$ cat src/rtl/spi_regfile_pkg.sv
// Shared types and helpers for the SPI register-file controller.
package spi_regfile_pkg;

    typedef enum logic [2:0] {IDLE, HDR, WR_DATA, RD_DATA, DONE} state_e;

    localparam logic CMD_WRITE = 1'b1;

    function automatic int unsigned frame_w(input int unsigned addr_w, input int unsigned data_w);
        return 1 + addr_w + data_w;
    endfunction

endpackage

$ cat src/rtl/spi_regfile_ctrl_if.sv
// Pin-side and register-side signals of the SPI register-file controller.
interface spi_regfile_ctrl_if #(
    parameter int unsigned NUM_REGS = 5,
    parameter int unsigned ADDR_W   = 7,
    parameter int unsigned DATA_W   = 8
);
    logic                         sclk;
    logic                         ncs;
    logic                         copi;
    logic                         cipo;
    logic                         cipo_oe;
    logic [NUM_REGS*DATA_W-1:0]   regs_out;
    logic                         wr_strobe;
    logic [ADDR_W-1:0]            wr_addr;
    logic                         frame_err;

    modport master (
        output sclk, ncs, copi,
        input  cipo, cipo_oe, regs_out, wr_strobe, wr_addr, frame_err
    );

    modport slave (
        input  sclk, ncs, copi,
        output cipo, cipo_oe, regs_out, wr_strobe, wr_addr, frame_err
    );
endinterface

$ cat src/rtl/spi_sync_edge.sv
// Multi-flop synchroniser for one asynchronous pin, plus one flop for edge detection.
module spi_sync_edge #(
    parameter int unsigned SYNC_STAGES = 2,
    parameter logic        RST_VAL     = 1'b0
) (
    input  logic clk,
    input  logic rst,
    input  logic i_d,
    output logic o_level,
    output logic o_rise,
    output logic o_fall
);
    logic [SYNC_STAGES-1:0] r_sync;
    logic                   r_prev;

    always_ff @(posedge clk or posedge rst) begin
        if (rst) begin
            r_sync <= {SYNC_STAGES{RST_VAL}};
            r_prev <= RST_VAL;
        end else begin
            r_sync <= {r_sync[SYNC_STAGES-2:0], i_d};
            r_prev <= r_sync[SYNC_STAGES-1];
        end
    end

    assign o_level = r_sync[SYNC_STAGES-1];
    assign o_rise  = o_level & ~r_prev;
    assign o_fall  = ~o_level & r_prev;
endmodule

$ cat src/rtl/spi_regfile_ctrl.sv
// SPI mode-0 peripheral mapping write/read frames onto NUM_REGS registers with read-back,
// range checking, frame-length checking and commit strobes.
module spi_regfile_ctrl
    import spi_regfile_pkg::*;
#(
    parameter int unsigned NUM_REGS    = 5,
    parameter int unsigned ADDR_W      = 7,
    parameter int unsigned DATA_W      = 8,
    parameter int unsigned SYNC_STAGES = 2
) (
    input  logic              clk,
    input  logic              rst_n,
    spi_regfile_ctrl_if.slave bus
);
    localparam int unsigned FRAME_W = frame_w(ADDR_W, DATA_W);
    localparam int unsigned CNT_W   = $clog2(FRAME_W + 1);

    logic w_sclk_rise, w_sclk_level_unused, w_sclk_fall_unused;
    logic w_ncs_rise, w_ncs_fall, w_ncs_level_unused;
    logic w_copi, w_copi_rise_unused, w_copi_fall_unused;

    spi_sync_edge #(.SYNC_STAGES(SYNC_STAGES), .RST_VAL(1'b0)) u_sync_sclk (
        .clk     (clk),
        .rst     (rst_n),
        .i_d     (bus.sclk),
        .o_level (w_sclk_level_unused),
        .o_rise  (w_sclk_rise),
        .o_fall  (w_sclk_fall_unused)
    );

    // nCS idles high, so reset its chain high to avoid a spurious edge.
    spi_sync_edge #(.SYNC_STAGES(SYNC_STAGES), .RST_VAL(1'b1)) u_sync_ncs (
        .clk     (clk),
        .rst     (rst_n),
        .i_d     (bus.ncs),
        .o_level (w_ncs_level_unused),
        .o_rise  (w_ncs_rise),
        .o_fall  (w_ncs_fall)
    );

    spi_sync_edge #(.SYNC_STAGES(SYNC_STAGES), .RST_VAL(1'b0)) u_sync_copi (
        .clk     (clk),
        .rst     (rst_n),
        .i_d     (bus.copi),
        .o_level (w_copi),
        .o_rise  (w_copi_rise_unused),
        .o_fall  (w_copi_fall_unused)
    );

    state_e             r_state, w_state_nxt;
    logic [CNT_W-1:0]   r_cnt;
    logic [FRAME_W-1:0] r_shift, w_shift_nxt;
    logic               r_overrun;
    logic [DATA_W-1:0]  r_shadow;
    logic [DATA_W-1:0]  r_regs [NUM_REGS];
    logic [ADDR_W-1:0]  r_wr_addr;
    logic               r_wr_strobe, r_frame_err;

    logic               w_hdr_done, w_data_done, w_end;
    logic               w_frame_wr, w_addr_ok;
    logic [ADDR_W-1:0]  w_frame_addr;
    logic [DATA_W-1:0]  w_frame_data, w_rd_val;
    logic               w_commit, w_err, w_cipo_oe;

    assign w_shift_nxt  = {r_shift[FRAME_W-2:0], w_copi};
    assign w_hdr_done   = (r_state == HDR) && w_sclk_rise && (r_cnt == CNT_W'(ADDR_W));
    assign w_data_done  = ((r_state == WR_DATA) || (r_state == RD_DATA)) && w_sclk_rise
                          && (r_cnt == CNT_W'(FRAME_W - 1));
    assign w_frame_wr   = (r_shift[FRAME_W-1] == CMD_WRITE);
    assign w_frame_addr = r_shift[DATA_W +: ADDR_W];
    assign w_frame_data = r_shift[DATA_W-1:0];
    assign w_addr_ok    = 32'(w_frame_addr) < NUM_REGS;

    // Shadow source: the address just completed by this sclk rise; zero if out of range.
    always_comb begin
        w_rd_val = '0;
        for (int unsigned r = 0; r < NUM_REGS; r++) begin
            if (w_shift_nxt[ADDR_W-1:0] == ADDR_W'(r)) w_rd_val = r_regs[r];
        end
    end

    always_ff @(posedge clk or posedge rst_n) begin
        if (rst_n) r_state <= IDLE;
        else       r_state <= w_state_nxt;
    end

    always_comb begin
        w_state_nxt = r_state;
        if (r_state != IDLE && w_ncs_rise) begin
            w_state_nxt = IDLE;
        end else begin
            case (r_state)
                IDLE:    if (w_ncs_fall) w_state_nxt = HDR;
                HDR:     if (w_hdr_done)
                             w_state_nxt = (w_shift_nxt[ADDR_W] == CMD_WRITE) ? WR_DATA : RD_DATA;
                WR_DATA: if (w_data_done) w_state_nxt = DONE;
                RD_DATA: if (w_data_done) w_state_nxt = DONE;
                default: w_state_nxt = r_state;
            endcase
        end
    end

    always_comb begin
        w_end     = w_ncs_rise && (r_state != IDLE);
        w_commit  = w_end && (r_state == DONE) && !r_overrun && w_frame_wr && w_addr_ok;
        w_err     = w_end && ((r_state != DONE) || r_overrun || !w_addr_ok);
        w_cipo_oe = (r_state == RD_DATA) || ((r_state == DONE) && !w_frame_wr);
    end

    always_ff @(posedge clk or posedge rst_n) begin
        if (rst_n) begin
            r_cnt       <= '0;
            r_shift     <= '0;
            r_overrun   <= 1'b0;
            r_shadow    <= '0;
            r_wr_addr   <= '0;
            r_wr_strobe <= 1'b0;
            r_frame_err <= 1'b0;
            for (int unsigned r = 0; r < NUM_REGS; r++) r_regs[r] <= '0;
        end else begin
            r_wr_strobe <= 1'b0;
            r_frame_err <= 1'b0;
            if (w_end) begin
                if (w_commit) begin
                    for (int unsigned r = 0; r < NUM_REGS; r++) begin
                        if (w_frame_addr == ADDR_W'(r)) r_regs[r] <= w_frame_data;
                    end
                    r_wr_addr   <= w_frame_addr;
                    r_wr_strobe <= 1'b1;
                end
                r_frame_err <= w_err;
                r_shadow    <= '0;
            end else begin
                case (r_state)
                    IDLE: begin
                        if (w_ncs_fall) begin
                            r_cnt     <= '0;
                            r_shift   <= '0;
                            r_overrun <= 1'b0;
                            r_shadow  <= '0;
                        end
                    end
                    HDR, WR_DATA, RD_DATA: begin
                        if (w_sclk_rise) begin
                            r_shift <= w_shift_nxt;
                            r_cnt   <= r_cnt + 1'b1;
                            if (w_hdr_done)              r_shadow <= w_rd_val;
                            else if (r_state == RD_DATA) r_shadow <= {r_shadow[DATA_W-2:0], 1'b0};
                        end
                    end
                    default: begin
                        if (w_sclk_rise) r_overrun <= 1'b1;
                    end
                endcase
            end
        end
    end

    for (genvar g = 0; g < NUM_REGS; g++) begin : g_regs_out
        assign bus.regs_out[g*DATA_W +: DATA_W] = r_regs[g];
    end

    assign bus.cipo      = w_cipo_oe & r_shadow[DATA_W-1];
    assign bus.cipo_oe   = w_cipo_oe;
    assign bus.wr_strobe = r_wr_strobe;
    assign bus.wr_addr   = r_wr_addr;
    assign bus.frame_err = r_frame_err;
endmodule

$ cat src/flat_wrapper.sv
// flat-port wrapper written by rule: the top's interface ports become plain ports
module spi_regfile_ctrl_flat import spi_regfile_pkg::*;
#(
    parameter int unsigned NUM_REGS    = 5,
    parameter int unsigned ADDR_W      = 7,
    parameter int unsigned DATA_W      = 8,
    parameter int unsigned SYNC_STAGES = 2
)
  (clk, rst_n, bus_sclk, bus_ncs, bus_copi, bus_cipo, bus_cipo_oe, bus_regs_out, bus_wr_strobe, bus_wr_addr, bus_frame_err);
  spi_regfile_ctrl_if #(.NUM_REGS(NUM_REGS), .ADDR_W(ADDR_W), .DATA_W(DATA_W)) bus_i ();
  input  logic clk;
  input  logic rst_n;
  input wire logic [$bits(bus_i.sclk)-1:0] bus_sclk;
  input wire logic [$bits(bus_i.ncs)-1:0] bus_ncs;
  input wire logic [$bits(bus_i.copi)-1:0] bus_copi;
  output wire logic [$bits(bus_i.cipo)-1:0] bus_cipo;
  output wire logic [$bits(bus_i.cipo_oe)-1:0] bus_cipo_oe;
  output wire logic [$bits(bus_i.regs_out)-1:0] bus_regs_out;
  output wire logic [$bits(bus_i.wr_strobe)-1:0] bus_wr_strobe;
  output wire logic [$bits(bus_i.wr_addr)-1:0] bus_wr_addr;
  output wire logic [$bits(bus_i.frame_err)-1:0] bus_frame_err;
  assign bus_i.sclk = bus_sclk;
  assign bus_i.ncs = bus_ncs;
  assign bus_i.copi = bus_copi;
  assign bus_cipo = bus_i.cipo;
  assign bus_cipo_oe = bus_i.cipo_oe;
  assign bus_regs_out = bus_i.regs_out;
  assign bus_wr_strobe = bus_i.wr_strobe;
  assign bus_wr_addr = bus_i.wr_addr;
  assign bus_frame_err = bus_i.frame_err;
  spi_regfile_ctrl #(.NUM_REGS(NUM_REGS), .ADDR_W(ADDR_W), .DATA_W(DATA_W), .SYNC_STAGES(SYNC_STAGES)) u_core (.clk(clk), .rst_n(rst_n), .bus(bus_i));
endmodule
$ cat config.mk
export PLATFORM = sky130hd
export DESIGN_NAME = spi_regfile_ctrl_flat
export DESIGN_NICKNAME = d
export VERILOG_FILES = /design/src/rtl/spi_regfile_pkg.sv /design/src/rtl/spi_regfile_ctrl_if.sv /design/src/rtl/spi_sync_edge.sv /design/src/rtl/spi_regfile_ctrl.sv /design/src/flat_wrapper.sv
export SDC_FILE = /design/constraint.sdc
export NUM_CORES = 1
export LEC_CHECK = 0
export CORE_ASPECT_RATIO = 0.6
export CORE_UTILIZATION = 45
export CTS_BUF_LIST = sky130_fd_sc_hd__clkbuf_4
export CTS_CLUSTER_DIAMETER = 200
export DETAILED_ROUTE_END_ITERATION = 10
export HOLD_SLACK_MARGIN = 0.12
export PLACE_DENSITY = 0.68
export SLEW_MARGIN = 10
export SYNTH_ARGS = -nofsm -noshare
export SYNTH_HDL_FRONTEND = slang
export SYNTH_SLANG_ARGS = --single-unit
$ cat constraint.sdc
create_clock -name clk -period 9.4 [get_ports clk]
set_clock_uncertainty 0.05 [all_clocks]
set_input_delay 1.88 -clock clk [delete_from_list [all_inputs] [get_ports clk]]
set_output_delay 1.88 -clock clk [all_outputs]
set_load 0.03 [all_outputs]
==> results.py, run 1 <==
metrics = {
    "power": {
        "leakage_nw": 2.128,
        "finalPower_mw": 0.8838,
        "power.internal_mw": 0.5793,
        "seq_power_share_pct": 52.9,
        "power.share.clock_pct": 24.6,
        "power.density_nw_per_um2": 181.6,
        "combinationalPowerShare_pct": 22.5,
        "power.ir.vdd_worst_uv": 62.95,
        "total_switching_power_mw": 0.3045,
        "sw_share_pct": 34.45,
    },
    "critical_path": {
        "rr_worst_depth": 5,
        "startpoint_type": "flip-flop",
        "crit_path_start": "u_core.r_state[2]",
        "cp_cell_sequence": "or3b_1 > o21ai_0 > and2_1 > clkdlybuf4s50_1",
        "timing.critical_path.arrival_ps": 2530,
        "worstSetupEndpointType": "output pin",
        "regToRegStartpoint": "u_core.r_state[2]",
        "crit_path_kind": "reg -> out",
        "worst-r2r-setup-slack_ps": 6690,
        "critical_path.max_fanout": 15,
        "critPathSlowestCell": "sky130_fd_sc_hd__clkdlybuf4s50_1",
        "cp_slowest_stage_delay_ps": 660,
        "critical_path_required_ps": 7470,
        "timing.rr.end": "u_core.bus.regs_out[19]",
    },
    "synthesis": {
        "synth_edf_count": 0,
        "synth.distinct_cells": 52,
        "syn-mean-instance-area_sq_um": 12.13,
        "synth.ff_latch_count": 90,
        "number_of_instances_in_the_synthesized_netlist": 334,
        "syn-cell-area_sq_um": 4050,
        "synth_sequential_area_ratio_pct": 55.70,
        "yosysWarnings": 0,
        "ys_dominant_reg_cell": "sky130_fd_sc_hd__dfrtp_1",
        "async_flop_share_pct": 100.0,
        "synthesis.nets": 341,
    },
    "clock_tree": {
        "path_clk_slew_ps": 130,
        "clock_tree.buffer_depth": 2,
        "clk_latency_ps": 440,
        "post-cts-setup-buffers": 0,
        "post_cts_hold_buffer_count": 0,
        "tritoncts": "built",
        "ctsResizeCount": 0,
        "ctsHtreeMaxLevel": 3,
        "count_of_clock_tree_sinks": 90,
        "clock_tree.root_cell": "sky130_fd_sc_hd__clkbuf_4",
        "cts-buffers-inserted": 9,
    },
    "worst_hold_path": {
        "worst_hold_startpoint": "u_core.u_sync_ncs.r_sync[0]",
        "hold_path_class": "reg -> reg",
        "worst_hold_path.num_cells": 0,
        "worstHoldEndpoint": "u_core.u_sync_ncs.r_sync[1]",
    },
    "cells_and_area": {
        "area_taken_by_multi_input_logic_gates_sq_um": 1713,
        "final_layout_size_suffix_gt1_share_pct": 21.54,
        "ff_latch_area_sq_um": 2256,
        "antenna_cells_inserted": 0,
        "final_nets": 392,
        "fin_cells": 502,
        "syn2layout_area_growth_pct": 20.17,
        "fill_cells": 724,
    },
    "routing": {
        "via_per_inst": 5.677,
        "drt_iter0_markers": 177,
        "num_vias": 2850,
        "wl_per_cell_um": 18.83,
        "ant_nets": 0,
        "count_of_unresolved_drc_violations_after_routing": 0,
        "route.final.wire_length_um": 9451,
        "drtPass1Iterations": 4,
    },
    "floorplanning": {
        "die_area_sq_um": 9396,
        "io_count": 56,
        "start_util_pct": 46.98,
        "chipWidth_um": 124.5,
        "design.core.area_sq_um": 8621,
        "die-height_um": 75.49,
        "rows": 26,
    },
    "placement": {
        "gpl.final_weighted_congestion": 0.8274,
        "dp_hpwl_um": 6432,
        "io_buffer_count": 55,
        "placed_cells_incl_taps": 485,
    },
    "job": {
        "maxCapViolations": 0,
    },
    "grt": {
        "first_global_vias": 2735,
        "grt_pass1_wl_um": 15150,
        "maximum_number_of_pins_on_one_net_before_global_route_repair": 91,
        "track_usage_pct": 21.53,
        "antenna_violations_before_repair": 0,
        "grt_remaining_overflow": 0,
    },
    "sta": {
        "achievable-frequency_ghz": 0.2240,
        "worst_slew_margin_rel_pct": 18.89,
        "min_period_ps": 4465,
        "hold_violations": 0,
        "report.final.slew_viol_count": 0,
        "setup_total_negative_slack_ps": 0,
        "rsz0062_at_grt": "no",
        "tightest_slew_ps": 1206,
        "setup_viol_count_final": 0,
        "fin_crit_sh_pct": 47.50,
    },
    "run_status": {
        "outcome": "complete, no violations",
    },
}
-- worst max-delay path, delay by kind of cell, from the launching register on --
family / cells / cell delay, ps
buffers and inverters: 1 / 660
AND/OR/NAND/NOR: 2 / 620
flip-flops: 1 / 580
AO/OA/AOI/OAI: 1 / 230
-- how the worst max path moves through the flow --
| stage | to | depth (start not counted) |
|---|---|---|
| 2_1_floorplan | u_core.bus.frame_err | 1 |
| 4_1_cts | bus_cipo | 4 |
| 3_3_place_gp | bus_cipo | 4 |
| 6_report | bus_cipo | 4 |
| 5_1_grt | bus_cipo | 4 |
| 3_5_place_dp | bus_cipo | 4 |
-- cells in the final DEF (no fill, tap or decap), types with 3 or more instances in the layout --
cell type / count
sky130_fd_sc_hd__a21oi_1: 10
sky130_fd_sc_hd__a221oi_1: 4
sky130_fd_sc_hd__a22o_1: 19
sky130_fd_sc_hd__a32o_1: 3
sky130_fd_sc_hd__and2_1: 7
sky130_fd_sc_hd__buf_4: 3
sky130_fd_sc_hd__clkbuf_4: 13
sky130_fd_sc_hd__clkdlybuf4s50_1: 55
sky130_fd_sc_hd__clkinv_2: 3
sky130_fd_sc_hd__dfrtp_1: 87
sky130_fd_sc_hd__dfstp_2: 3
sky130_fd_sc_hd__inv_1: 4
sky130_fd_sc_hd__mux2_2: 42
sky130_fd_sc_hd__mux2i_1: 5
sky130_fd_sc_hd__nand2_1: 21
sky130_fd_sc_hd__nand2b_1: 4
sky130_fd_sc_hd__nand3_1: 4
sky130_fd_sc_hd__nand3b_1: 3
sky130_fd_sc_hd__nor2_1: 16
sky130_fd_sc_hd__nor2b_1: 6
sky130_fd_sc_hd__o2111ai_1: 3
sky130_fd_sc_hd__o21ai_0: 14
sky130_fd_sc_hd__o2bb2ai_1: 3
sky130_fd_sc_hd__o311ai_0: 3
sky130_fd_sc_hd__o31ai_1: 5
sky130_fd_sc_hd__or2_2: 6
sky130_fd_sc_hd__or3_1: 6
-- stage by stage --
stage | utilization [%] | hold slack, ps | cell area, sq um | setup slack, ps
global placement | 54.54 | 283.4 | 4702 | 5462
global route | 56.46 | 321.5 | 4867 | 4779
detailed placement | 54.54 | 290.3 | 4702 | 5425
floorplan | - | 281.2 | 4050 | 5140
finish | 56.46 | 315.8 | 4867 | 4935
CTS | 56.14 | 317.8 | 4840 | 4905
-- state kept, by name, indices dropped and copies added (netlist names) --
register / cells
u_core.bus.frame_err: 1
u_core.bus.regs_out: 40
u_core.bus.wr_addr: 7
u_core.bus.wr_strobe: 1
u_core.r_cnt: 5
u_core.r_overrun: 1
u_core.r_shadow: 8
u_core.r_shift: 16
u_core.r_state: 3
u_core.u_sync_copi.r_sync: 2
u_core.u_sync_ncs.r_prev: 1
u_core.u_sync_ncs.r_sync: 2
u_core.u_sync_sclk.r_prev: 1
u_core.u_sync_sclk.r_sync: 2
-- cells in the mapped netlist, drive strengths merged (4+ instances only) --
library cell	number	area share [%]
a21oi	10	1.2
and2	7	1.1
a22o	19	4.1
inv	5	0.46
nor2	16	1.5
dfrtp	87	54
mux2	42	12
nand2	21	1.9
buf	6	0.62
mux2i	5	1.2
a221oi	4	0.86
clkbuf	13	1.2
nor2b	6	0.93
nor3b	4	1.3
o31ai	5	0.93
nand3	4	0.49
or2	6	0.93
or3	6	0.93
o21ai	14	1.7
nand2b	5	0.83
-- cell families after synthesis --
| logic type | Yosys count | share of synthesized area [%] |
|---|---|---|
| mux | 48 | 13.47 |
| flops | 90 | 55.70 |
| compound gates | 74 | 13.47 |
| fa+ha+maj | 2 | 0.6178 |
| simple gates | 94 | 14.03 |
| buf+inv | 24 | 2.286 |
| xor+xnor | 2 | 0.4326 |
-- final cells by class --
type                            instances  share of cell area, %
Multi-Input combinational cell        220                  35.19
Clock buffer                           13                  2.005
Clock inverter                          3                 0.8226
Inverter                                5                 0.4113
Sequential cell                        90                  46.35
Tap cell                              112                  2.879
Timing Repair Buffer                   59                  12.34
-- power groups by stage --
stage / clock network (mW) / logic [mW] / registers [mW]
after detailed placement: 0 / 0.197 / 0.474
after global routing: 0.238 / 0.224 / 0.475
final: 0.217 / 0.199 / 0.468
after global placement: 0 / 0.193 / 0.471
after CTS: 0.225 / 0.197 / 0.467
after floorplan: 0 / 0.174 / 0.436
-- layer usage --
metal	track usage [%]	part of all wire, %	vias up
met5	0	0	-
met4	6.158	0.84	0
met3	5.829	5.2	9
met2	28.36	40	73
met1	33.90	54	1431
li1	-	-	1337
Power figures use the tool's default switching activity.
==> inputs of run 2 (changes only) <==
--- a/config.mk
+++ b/config.mk
@@ -11,7 +11,7 @@
 export CTS_CLUSTER_DIAMETER = 200
 export DETAILED_ROUTE_END_ITERATION = 10
 export HOLD_SLACK_MARGIN = 0.12
-export PLACE_DENSITY = 0.68
+export PLACE_DENSITY = 0.7
 export SLEW_MARGIN = 10
 export SYNTH_ARGS = -nofsm -noshare
 export SYNTH_HDL_FRONTEND = slang
==> constraint.sdc (replaced) <==
create_clock -name clk -period 3.7 [get_ports clk]
set_clock_uncertainty 0.05 [all_clocks]
set_input_delay 0.74 -clock clk [delete_from_list [all_inputs] [get_ports clk]]
set_output_delay 0.74 -clock clk [all_outputs]
set_load 0.03 [all_outputs]
==> run 2 against run 1 <==
  * Core utilization shrank 0.22 points
  * Clock power grew 140%
  * First-iteration DRC count grew 3.4%
  * Sequential share of layout area grew 0.18 points
  * Non-clock buffer count shrank 1
  * Via count grew 2.0%
  * Sequential power grew to 2.5 times the previous value
  * Combinational power grew to 2.6 times the previous value
  * Cell count shrank 0.20%
  * Die area is the same
  * Worst setup slack lost 4600 ps
  * Critical path depth is the same
  * Critical endpoint unchanged
==> results.py, run 2 (synthesis gave the netlist of run 1 again) <==
metrics = {
    "worst_hold_path": {
        "hold_path_class": "reg -> reg",
    },
    "clock_tree": {
        "path_clk_slew_ps": 140,
        "clk_latency_ps": 450,
        "cts-buffers-inserted": 9,
        "ctsResizeCount": 0,
        "ctsHtreeMaxLevel": 3,
        "post_cts_hold_buffer_count": 0,
        "tritoncts": "built",
        "clock_tree.root_cell": "sky130_fd_sc_hd__clkbuf_4",
        "clock_tree.buffer_depth": 2,
        "count_of_clock_tree_sinks": 90,
        "post-cts-setup-buffers": 0,
    },
    "placement": {
        "place_worst_setup_slack_ps": 850.5,
        "dp_hpwl_um": 6352,
        "gpl.final_weighted_congestion": 0.8477,
        "io_buffer_count": 55,
    },
    "floorplanning": {
        "die_area_sq_um": 9396,
        "design.core.area_sq_um": 8621,
        "die-height_um": 75.49,
        "start_util_pct": 46.98,
        "rows": 26,
        "io_count": 56,
        "chipWidth_um": 124.5,
    },
    "critical_path": {
        "timing.critical_path.arrival_ps": 2580,
        "startpoint_type": "flip-flop",
        "worstSetupEndpointType": "output pin",
        "crit_path_kind": "reg -> out",
        "critical_path.max_fanout": 15,
        "critical_path_required_ps": 2910,
    },
    "grt": {
        "antenna_violations_before_repair": 0,
        "first_global_vias": 2722,
        "globalRouteMet2Util_pct": 28.48,
        "grt_pass1_wl_um": 15050,
        "track_usage_pct": 21.13,
        "grt_remaining_overflow": 0,
        "maximum_number_of_pins_on_one_net_before_global_route_repair": 51,
        "groute.layer.met1.usage_pct": 33.10,
        "grt-busiest-layer": "met1",
        "groute.layer.met3.usage_pct": 4.705,
    },
    "sta": {
        "fin_crit_sh_pct": 91.14,
        "tightest_slew_ps": 813.4,
        "hold_violations": 0,
        "setup_viol_count_final": 0,
        "final.setup.worst_slack_ps": 327.7,
        "rsz0062_at_grt": "no",
        "achievable-frequency_ghz": 0.2965,
        "report.final.slew_viol_count": 0,
        "worst_slew_margin_rel_pct": 45.77,
        "setup_total_negative_slack_ps": 0,
        "min_period_ps": 3372,
    },
    "power": {
        "power.share.clock_pct": 23.7,
        "combinationalPowerShare_pct": 22.8,
        "power.ir.vdd_worst_uv": 200.0,
        "power.internal_mw": 1.438,
        "sw_share_pct": 35.47,
        "seq_power_share_pct": 53.5,
        "leakage_nw": 2.110,
        "power.density_nw_per_um2": 459.5,
        "total_switching_power_mw": 0.7902,
    },
    "cells_and_area": {
        "leading_cell_type_in_the_layout_fill_and_taps_excluded": "sky130_fd_sc_hd__dfrtp_1",
        "fill_cells": 734,
        "final_layout_size_suffix_gt1_share_pct": 21.08,
        "final_nets": 391,
        "syn2layout_area_growth_pct": 19.71,
        "most_frequent_cells_in_the_layout": "87 x sky130_fd_sc_hd__dfrtp_1, 55 x sky130_fd_sc_hd__clkdlybuf4s50_1, 42 x sky130_fd_sc_hd__mux2_2, 21 x sky130_fd_sc_hd__nand2_1, 19 x sky130_fd_sc_hd__a22o_1",
        "flip_flop_count_of_the_largest_register_after_layout": 40,
        "antenna_cells_inserted": 0,
    },
    "routing": {
        "via_per_inst": 5.802,
        "count_of_unresolved_drc_violations_after_routing": 0,
        "num_vias": 2907,
        "ant_nets": 0,
        "drt_iter0_markers": 183,
        "route.final.wire_length_um": 9319,
        "drtPass1Iterations": 4,
        "wl_per_cell_um": 18.60,
    },
    "job": {
        "maxCapViolations": 0,
    },
    "run_status": {
        "outcome": "complete, no violations",
    },
}
run 2: cell count changes in the layout (fill, tap and decap cells not counted), sizes merged:
cell	delta
clkinvlp	+1
clkbuf	-4
buf	-1
clkinv	+3
run 2: power groups by stage:
| stage | sequential (mW) | clock (mW) | combinational, mW |
|---|---|---|---|
| floorplan | 1.11 | 0 | 0.443 |
| global placement | 1.20 | 0 | 0.490 |
| finish | 1.19 | 0.528 | 0.508 |
| detailed placement | 1.20 | 0 | 0.505 |
| global route | 1.21 | 0.572 | 0.563 |
| CTS | 1.18 | 0.540 | 0.504 |
run 2: path summary, 6_finish.rpt:
path                       slack [ps]                    startpoint                      endpoint  cells after the start
setup / recovery                  330             u_core.r_state[2]                      bus_cipo                      4
hold / removal                    310  u_core.u_sync_copi.r_sync[0]  u_core.u_sync_copi.r_sync[1]                      0
setup reg to reg                  970             u_core.r_state[2]       u_core.bus.regs_out[27]                      4
hold reg to reg                   310  u_core.u_sync_copi.r_sync[0]  u_core.u_sync_copi.r_sync[1]                      0
max in group asynchronous        2220                         rst_n      u_core.u_sync_ncs.r_prev                      3
min in group asynchronous         650                         rst_n            u_core.r_shift[13]                      2
run 2: final cells by class:
cell class,count,area (sq um),share of cell area [%]
clock buffers,9,67.56,1.394
clock inverters,7,60.06,1.239
inverters,5,20.02,0.4129
multi-input cells,220,1719,35.46
flip-flops and latches,90,2256,46.53
well taps,112,140.1,2.890
repair buffers,58,585.6,12.08
run 2: routing by layer:
layer	wire length [um]	up-vias
met3	528	10
met4	90	0
li1	-	1337
met2	3857	93
met5	0	-
met1	4843	1467
run 2: through the flow:
stage / power [mW] / hold WS, ps / utilization, % / instance area, sq um / cells
after detailed placement: 1.707 / 287.1 / 54.69 / 4715 / 485
final: 2.228 / 314.1 / 56.24 / 4848 / 501
after floorplan: 1.550 / 281.2 / - / 4050 / 334
after global routing: 2.341 / 329.6 / 56.24 / 4848 / 501
after CTS: 2.229 / 316.7 / 56.17 / 4842 / 501
after global placement: 1.688 / 283.5 / 54.69 / 4715 / 485
run 2: critical path, stage by stage, from the launching register on:
cell	delay, ps
sky130_fd_sc_hd__dfrtp_1	590
sky130_fd_sc_hd__or3b_1	480
sky130_fd_sc_hd__o21ai_0	240
sky130_fd_sc_hd__and2_1	150
sky130_fd_sc_hd__clkdlybuf4s50_1	660
==> inputs of run 3 (changes only) <==
--- a/config.mk
+++ b/config.mk
@@ -5,13 +5,13 @@
 export SDC_FILE = /design/constraint.sdc
 export NUM_CORES = 1
 export LEC_CHECK = 0
+export CAP_MARGIN = 20
 export CORE_ASPECT_RATIO = 0.6
-export CORE_UTILIZATION = 45
+export CORE_UTILIZATION = 35
 export CTS_BUF_LIST = sky130_fd_sc_hd__clkbuf_4
 export CTS_CLUSTER_DIAMETER = 200
 export DETAILED_ROUTE_END_ITERATION = 10
 export HOLD_SLACK_MARGIN = 0.12
-export PLACE_DENSITY = 0.7
 export SLEW_MARGIN = 10
 export SYNTH_ARGS = -nofsm -noshare
 export SYNTH_HDL_FRONTEND = slang
==> run 3 against run 2 <==
  * Sequential power hardly changed
  * Count of clock-buffer cells in the layout up 1
  * Non-clock buffer count is 1 higher
  * Worst hold slack lost 4.5 ps
  * Cell area up 2.0%
  * Die area up 28%
  * Worst setup slack improved by 18 ps
  * Power is 5.5% higher
  * First-iteration DRC count grew 6.6%
  * Critical endpoint unchanged
==> results.py, run 3 (synthesis gave the netlist of run 1 again) <==
metrics = {
    "routing": {
        "count_of_unresolved_drc_violations_after_routing": 0,
        "num_vias": 2902,
        "wl_per_cell_um": 18.15,
        "route.final.wire_length_um": 9984,
        "drtPass1Iterations": 4,
        "drt_iter0_markers": 195,
        "via_per_inst": 5.276,
        "ant_nets": 0,
    },
    "job": {
        "maxCapViolations": 0,
    },
    "grt": {
        "maximum_number_of_pins_on_one_net_before_global_route_repair": 83,
        "grt_remaining_overflow": 0,
        "antenna_violations_before_repair": 0,
        "track_usage_pct": 17.87,
        "first_global_vias": 2878,
        "grt_pass1_wl_um": 16140,
    },
    "clock_tree": {
        "cts-buffers-inserted": 9,
        "post_cts_hold_buffer_count": 0,
        "path_clk_slew_ps": 150,
        "count_of_clock_tree_sinks": 90,
        "ctsResizeCount": 0,
        "post-cts-setup-buffers": 0,
        "clock_tree.root_cell": "sky130_fd_sc_hd__clkbuf_4",
        "tritoncts": "built",
        "clock_tree.buffer_depth": 2,
        "ctsHtreeMaxLevel": 3,
        "clk_latency_ps": 460,
    },
    "floorplanning": {
        "design.core.area_sq_um": 11300,
        "die_area_sq_um": 12020,
        "die-height_um": 85.33,
        "chipWidth_um": 140.9,
        "io_count": 56,
        "start_util_pct": 35.85,
        "rows": 30,
    },
    "sta": {
        "fin_crit_sh_pct": 90.66,
        "min_period_ps": 3355,
        "worst_slew_margin_rel_pct": 42.05,
        "fin_hold_ws_ps": 309.6,
        "tightest_slew_ps": 869.3,
        "rsz0062_at_grt": "no",
        "setup_viol_count_final": 0,
        "setup_total_negative_slack_ps": 0,
        "hold_violations": 0,
        "achievable-frequency_ghz": 0.2981,
        "report.final.slew_viol_count": 0,
    },
    "cells_and_area": {
        "most_frequent_cells_in_the_layout": "87 x sky130_fd_sc_hd__dfrtp_1, 55 x sky130_fd_sc_hd__clkdlybuf4s50_1, 42 x sky130_fd_sc_hd__mux2_2, 21 x sky130_fd_sc_hd__nand2_1, 19 x sky130_fd_sc_hd__a22o_1",
        "leading_cell_type_in_the_layout_fill_and_taps_excluded": "sky130_fd_sc_hd__dfrtp_1",
        "syn2layout_area_growth_pct": 22.09,
        "final_nets": 392,
        "flip_flop_count_of_the_largest_register_after_layout": 40,
        "final_layout_size_suffix_gt1_share_pct": 21.54,
        "antenna_cells_inserted": 0,
        "fin_util_pct": 43.77,
    },
    "critical_path": {
        "worstSetupEndpointType": "output pin",
        "startpoint_type": "flip-flop",
        "timing.critical_path.arrival_ps": 2560,
        "critical_path_required_ps": 2910,
        "crit_path_start": "u_core.r_state[2]",
        "regToRegStartpoint": "u_core.r_state[2]",
        "critical_path.max_fanout": 15,
        "crit_path_kind": "reg -> out",
    },
    "worst_hold_path": {
        "hold_path_class": "reg -> reg",
        "worst_hold_startpoint": "u_core.u_sync_sclk.r_sync[0]",
    },
    "power": {
        "leakage_nw": 2.129,
        "power.density_nw_per_um2": 475.3,
        "power.ir.vdd_worst_uv": 168.6,
    },
    "placement": {
        "gpl.final_weighted_congestion": 0.8018,
        "dp_hpwl_um": 6847,
        "io_buffer_count": 55,
    },
    "run_status": {
        "outcome": "complete, no violations",
    },
}
## run 3: stage by stage
| step | instances | area [sq um] | worst slack (ps) | power, mW |
|---|---|---|---|---|
| 6_report | 550 | 4945 | 345.4 | 2.350 |
| 5_1_grt | 550 | 4945 | 164.1 | 2.472 |
| 4_1_cts | 549 | 4940 | 316.1 | 2.350 |
| 3_5_place_dp | 533 | 4775 | 868.1 | 1.718 |
| 3_3_place_gp | 533 | 4775 | 882.1 | 1.702 |
| 2_1_floorplan | 334 | 4050 | 579.7 | 1.550 |
## run 3: path summary, 6_finish.rpt
kind / to / slack, ps / cells past startpoint
setup / recovery: bus_cipo / 350 / 4
hold / removal: u_core.u_sync_sclk.r_sync[1] / 310 / 0
setup reg to reg: u_core.bus.regs_out[21] / 1020 / 5
hold reg to reg: u_core.u_sync_sclk.r_sync[1] / 310 / 0
max in group asynchronous: u_core.u_sync_ncs.r_sync[1] / 2500 / 3
min in group asynchronous: u_core.bus.wr_addr[5] / 420 / 2
## run 3: critical path: stages, from the launching register on
cell and delay [ps]:
sky130_fd_sc_hd__dfrtp_1 590, sky130_fd_sc_hd__or3b_1 470, sky130_fd_sc_hd__o21ai_0 220, sky130_fd_sc_hd__and2_1 150
sky130_fd_sc_hd__clkdlybuf4s50_1 660
## run 3: layer usage
| metal | track usage [%] | vias up | wire length (um) |
|---|---|---|---|
| met1 | 27.95 | 1478 | 5365 |
| li1 | - | 1341 | - |
| met4 | 4.447 | 0 | 58 |
| met3 | 5.530 | 6 | 530 |
| met2 | 23.29 | 77 | 4029 |
| met5 | 0 | - | 0 |
## run 3: layout make-up
type,count,area (sq um)
inverter,5,20.02
sequential,90,2256
clock inverter,6,90.09
fill,1065,6354
multi-input combinational,220,1713
clock buffer,10,75.07
timing repair buffer,59,590.6
tap,160,200.2
## run 3: report_power, final
group          total (mW)  switching (mW)  internal [mW]
clock network       0.635           0.351          0.284
registers            1.19           0.154           1.04
logic               0.522           0.319          0.203
